--- src/rtl/mod_down_counter.sv ---
// Loadable modulo-MOD down counter used as an interval / timeout generator.
// A load captures a clamped start value. Each enabled cycle decrements the count.
// An enabled cycle at zero raises a one-cycle terminal-count pulse, then either
// reloads the captured start value (periodic) or parks in DONE (one-shot).
module mod_down_counter #(
  parameter int WIDTH = 4,
  parameter int MOD   = 12
) (
  input  logic             clk,
  input  logic             rst,
  input  logic             load,
  input  logic [WIDTH-1:0] data_in,
  input  logic             enable,
  input  logic             auto_reload,
  output logic [WIDTH-1:0] count,
  output logic             tc,
  output logic             busy,
  output logic             done
);

  typedef enum logic [1:0] {
    S_IDLE = 2'd0,
    S_RUN  = 2'd1,
    S_DONE = 2'd2
  } state_t;

  // Largest legal count. MOD may equal 2**WIDTH, so MOD-1 always fits in WIDTH bits.
  localparam logic [WIDTH-1:0] MAX_CNT = WIDTH'(MOD - 1);

  state_t           state, state_nxt;
  logic [WIDTH-1:0] count_nxt;
  logic [WIDTH-1:0] reload_reg, reload_nxt;
  logic             tc_nxt;

  // Saturate an out-of-range start value to the top of the modulus range.
  function automatic logic [WIDTH-1:0] clamp_load(input logic [WIDTH-1:0] v);
    return (v > MAX_CNT) ? MAX_CNT : v;
  endfunction

  // Next-state and next-datapath decode. Load has priority over counting in every state.
  always_comb begin
    state_nxt  = state;
    count_nxt  = count;
    reload_nxt = reload_reg;
    tc_nxt     = 1'b0;
    case (state)
      S_IDLE, S_DONE: begin
        if (load) begin
          count_nxt  = clamp_load(data_in);
          reload_nxt = clamp_load(data_in);
          state_nxt  = S_RUN;
        end
      end
      S_RUN: begin
        if (load) begin
          count_nxt  = clamp_load(data_in);
          reload_nxt = clamp_load(data_in);
        end else if (enable) begin
          if (count != '0) begin
            count_nxt = count - WIDTH'(1);
          end else begin
            // Zero is the terminal state of a period. There is no wrap below zero.
            tc_nxt = 1'b1;
            if (auto_reload) begin
              count_nxt = reload_reg;
            end else begin
              state_nxt = S_DONE;
            end
          end
        end
      end
      default: begin
        state_nxt = S_IDLE;
        count_nxt = '0;
      end
    endcase
  end

  // State register. An asynchronous reset discards any run in progress.
  always_ff @(posedge clk or negedge rst) begin
    if (!rst) begin
      state <= S_IDLE;
    end else begin
      state <= state_nxt;
    end
  end

  // Count, captured start value and terminal-count pulse registers.
  always_ff @(posedge clk or negedge rst) begin
    if (!rst) begin
      count      <= '0;
      reload_reg <= '0;
      tc         <= 1'b0;
    end else begin
      count      <= count_nxt;
      reload_reg <= reload_nxt;
      tc         <= tc_nxt;
    end
  end

  // Status is decoded straight from the state register, so it has no input-to-output path.
  assign busy = (state == S_RUN);
  assign done = (state == S_DONE);

endmodule

--- config.mk ---
export PLATFORM = sky130hd
export DESIGN_NAME = mod_down_counter
export DESIGN_NICKNAME = d
export VERILOG_FILES = /design/src/rtl/mod_down_counter.sv
export SDC_FILE = /design/constraint.sdc
export NUM_CORES = 1
export LEC_CHECK = 0
export CAP_MARGIN = 10
export CORE_MARGIN = 8
export CORE_UTILIZATION = 43
export DETAILED_ROUTE_END_ITERATION = 16
export GPL_TIMING_DRIVEN = 0
export PLACE_DENSITY = 0.73
export SLEW_MARGIN = 20
export SYNTH_ARGS = -nofsm -noshare
export SYNTH_HDL_FRONTEND = slang
export SYNTH_SLANG_ARGS = --single-unit
--- constraint.sdc ---
create_clock -name clk -period 1.7 [get_ports clk]
set_input_delay 0.17 -clock clk [delete_from_list [all_inputs] [get_ports clk]]
set_output_delay 0.17 -clock clk [all_outputs]
set_load 0.02 [all_outputs]
# After elaboration in Yosys (flattened, before gate mapping)
# Index checks and enable logic that the tools add are counted.
# word_totals
ff_bits	11
word_cells	39
out_inout_bits	7
inputBits	9
# op_classes
n_mux	17
eq_ne	9
n_reduce_logical	7
order_cmp	1
n_addsub	1
# op_table
cell	n
$mux 4	6
$mux 2	5
$ne 2x2->1 const B	5
$pmux 4 s2	1
$reduce_and 5->1	1
$gt 4x4->1 const B	1
$mux 1	4
$ne 4x3->1 const B	1
$pmux 2 s2	1
$reduce_bool 4->1	1
$sub 4x1->4 const B	1
$ne 3x3->1 const B	1
$reduce_and 3->1	1
$reduce_or 3->1	1
$eq 2x1->1 const B	1
$eq 2x2->1 const B	1
$logic_not 2->1	1
$reduce_and 2->1	1
$reduce_or 2->1	1

# Logic depth before layout (Yosys ltp)
# logic_depth
word_depth	5
depth_mapped	6

# Least setup slack after synthesis
# Ideal clock, no wire load.
# synth_timing
path_type	flip-flop to flip-flop
startpoint	register count[0]
endpoint	register count[1]
arrival_time_ns	1.734
required_time_ns	1.635
setup_ns	0.065
path_stages_with_launch	7
setup_slack_ns	-0.099
cell_sequence	dfrtp_1 -> inv_1 -> ha_1 -> or3b_4 -> mux2i_1 -> a221oi_1 -> o22a_1
# synth_between
elab_chain_len	5
# synth_rtl
item	line	rtl
start, declared	15	output logic [WIDTH-1:0] count,
start signal, assigned	95	count <= count_nxt;
$sub 4x1->4 / $reduce_bool 4->1 (equally long branches)	60, 59	
$mux 4	59	if (count != '0) begin
$mux 4	58	end else if (enable) begin
$mux 4	55	if (load) begin
$pmux 4 s2	46	case (state)
# Parallel ways exist; a longest one is shown, timed or not. The select of a mux whose other input is x is not followed.
# A chain may end at the register's enable or synchronous reset.

# Worst setup path in the final report
# Ends and elaborated chain as after synthesis.

==> qor.csv <==
stage,metric,value,unit
floorplan,Die W,56.1,um
worst_setup_path,CP Class,flip-flop to flip-flop,
status,status,completed,
clocking,H-tree depth,1,
clocking,clock sinks,11,
clocking,Clock Latency Late Sink,0.27,ns
worst_setup_path,WP data arrival,1.84,ns
yosys,share of the synthesized area in the top cell type,39.8,%
power,sw frac,34.1,%
sta,Final period util,96.5,%
power,peak supply drop,0.000608,V
detailed_routing,final WL,1.75,mm
detailed_routing,DRT antenna net count,0,
finish,nets,109,
run,maxcap violations,0,
yosys,synthesized area,692,um^2
sta,Rel. slew slack,66.4,%
finish,area of the multi-input gates,398,um^2
worst_setup_path,Worst path top cell family by delay,flip-flops,
yosys,Synth Flop Type,dfrtp_1,
floorplan,Die ar.,3150,um^2
worst_setup_path,CP endpoint kind,flip-flop,
worst_setup_path,CP Max Fanout,5,
yosys,Gate Count Post-Synth,75,
power,power share of the combinational group,39.7,%
power,pwr dens,898,nW/um^2
floorplan,Core Footprint,1510,um^2
global_routing,first-pass GRT wire length,3.06,mm
sta,RSZ-0062 raised after global routing,true,
floorplan,Starting Density,45.9,%
finish,Fillers,145,
floorplan,Top Ports,16,
floorplan,die height,56.1,um
power,Leak,0.421,nW
yosys,"area leader, netlist",dfrtp_1,
finish,Ant. Diodes,0,
worst_setup_path,crit path cell chain,inv_2 -> ha_4 -> or3b_4 -> mux2i_1 -> a221oi_2 -> o22a_1,
detailed_routing,First DRT Iteration DRCs,16,
worst_setup_path,"Buf+Inv Stages, Crit Path",1,
sta,fmax,609,MHz
worst_setup_path,R2R cell count,6,
worst_setup_path,flop2flop setup slack,0.06,ns
worst_setup_path,startpoint types,flip-flop,
yosys,commonest cells in the synthesized netlist,"dfrtp_1 (11), nand2_1 (8), nor2_1 (7)",
sta,final setup vio count,0,
finish,layout cells sized above 1,19.6,%
yosys,sequential-to-total area share from yosys stat,39.8,%
yosys,Area contributors post-synth,"dfrtp_1 (40%), a21oi_1 (4.3%), o21ai_0 (4.3%), nand2_1 (4.3%), nor2_1 (3.8%)",
clocking,CTS tree,done,
global_routing,total track usage,11.5,%
finish,area grow syn2layout,35.4,%
placement,Routability Congestion,0.839,
worst_setup_path,R2R Path End,count[1],
yosys,Post-Syn Area per Cell,9.23,um^2
worst_setup_path,R2R Path Start,count[0],
global_routing,largest net degree at the start of global routing,12,
placement,port bufs,15,
yosys,synth warn,0,
sta,Worst Max-Slew Pin Slew,0.502,ns
detailed_routing,drt pass-1 iters,4,
clocking,CTS max path bufs,2,
global_routing,initial antenna violation count,0,
yosys,"EDFF count, synth",0,
global_routing,vias in the first global route,647,
yosys,post-synthesis register bit count,11,
power,P_int,554,uW
clocking,Num CTS Buffers,3,
placement,Inst Count DP,106,
sta,hold slack final,0.235,ns
clocking,root buffer cell,clkbuf_4,
worst_hold_path,HP Class,primary input to asynchronous set/reset pin,
detailed_routing,post-route DRC violation count,0,
worst_setup_path,Worst Path Required,1.90,ns
sta,Clock Skew,0.00340,ns
finish,register area,278,um^2
worst_setup_path,CP peak stage delay,0.42,ns
floorplan,number of core rows,14,
worst_setup_path,slowest CP cell,dfrtp_2,
clocking,clk slew on worst S/H paths,0.08,ns
yosys,top-count cell post-synth,dfrtp_1,
finish,Non-Filler Instances,113,
detailed_routing,via count,632,
power,Sequential Power Share,38.6,%
finish,Finished Core Util,62.2,%
sta,final hold vios,0,
sta,Tmin final,1.64,ns
detailed_routing,WL/cell,15.5,um
power,Sw Pwr,287,uW
placement,DP HPWL,1.21,mm
global_routing,total grt overflow,0,
yosys,Post-synth ARST share,100,%
sta,Max Slew Vio Count,0,
power,Clk pwr share,21.7,%
clocking,hold buffer count at cts,0,
yosys,syn_nets,86,
detailed_routing,Vias/cell,5.59,
yosys,Unique masters post-synth,33,
-- per-stage QoR --
stage / TNS (ns) / instance area [um^2] / total power [mW] / setup WS [ns]
4_1_cts: -0.000928 / 925 / 0.836 / -0.000928
6_report: 0 / 937 / 0.841 / 0.0591
5_1_grt: -0.0134 / 937 / 0.894 / -0.0134
3_3_place_gp: -0.0436 / 877 / 0.621 / -0.0436
3_5_place_dp: -0.0614 / 877 / 0.627 / -0.0614
2_1_floorplan: 0 / 707 / 0.516 / 0.0226
-- metal layers --
layer / GRT usage, % / wire [um] / vias to the layer above
met5: 0 / 0 / -
met4: 5.15 / 20 / 0
met3: 2.97 / 78 / 2
met2: 17.4 / 830 / 20
met1: 14.7 / 825 / 300
li1: - / - / 310
-- final cells by class --
cell class / count / area share [%]
multi-input cells: 57 / 42.5
clock buffers: 4 / 2.80
plain buffers: 2 / 2.00
repair buffers: 19 / 19.4
well taps: 16 / 2.14
flip-flops and latches: 11 / 29.6
inverters: 4 / 1.60
-- what timing repair did --
action	CTS	global route
resized for setup	2	2
setup endpoints to repair	3	4
buffers inserted	3	1
pin swaps	3	1
hold endpoints to repair	0	0
-- kinds of logic (layout without fill, tap and decap cells) --
family	after synthesis	count (layout)	share of synthesized area, %
simple gates	29	29	24.8
compound gates	22	22	20.6
flops	11	11	39.8
buf+inv	7	29	5.42
mux	3	3	4.52
fa+ha+maj	2	2	3.62
xor+xnor	1	1	1.27
-- cells in the final DEF, fill, tap and decap left out, types with 2 or more instances in the layout --
cell	synthesis	final
a21oi_1	6	6
buf_4	0	4
clkbuf_4	1	4
clkdlybuf4s50_1	0	13
dfrtp_1	11	9
dfrtp_2	0	2
inv_1	4	2
inv_2	0	2
mux2i_1	2	2
nand2_1	8	8
nand2b_1	2	2
nor2_1	7	7
nor2b_1	3	3
o21ai_0	6	6
-- power groups by stage --
stage                     Combinational, mW  Clock (mW)  Sequential (mW)
final                                 0.334       0.182            0.325
after global routing                  0.366       0.198            0.330
after CTS                             0.328       0.185            0.324
after detailed placement              0.289           0            0.338
after global placement                0.286           0            0.335
after floorplan                       0.161           0            0.355
-- how the worst max path moves through the flow --
stage,startpoint,to,slack (ns),cells past startpoint
after detailed placement,count[0],count[1],-0.06,6
after CTS,count[0],count[1],-0.0009,6
after global placement,count[0],count[1],-0.04,6
final,count[0],count[1],0.06,6
after global routing,count[1],count[1],-0.01,6
after floorplan,count[0],count[1],0.02,6
Power figures use the tool's default switching activity.
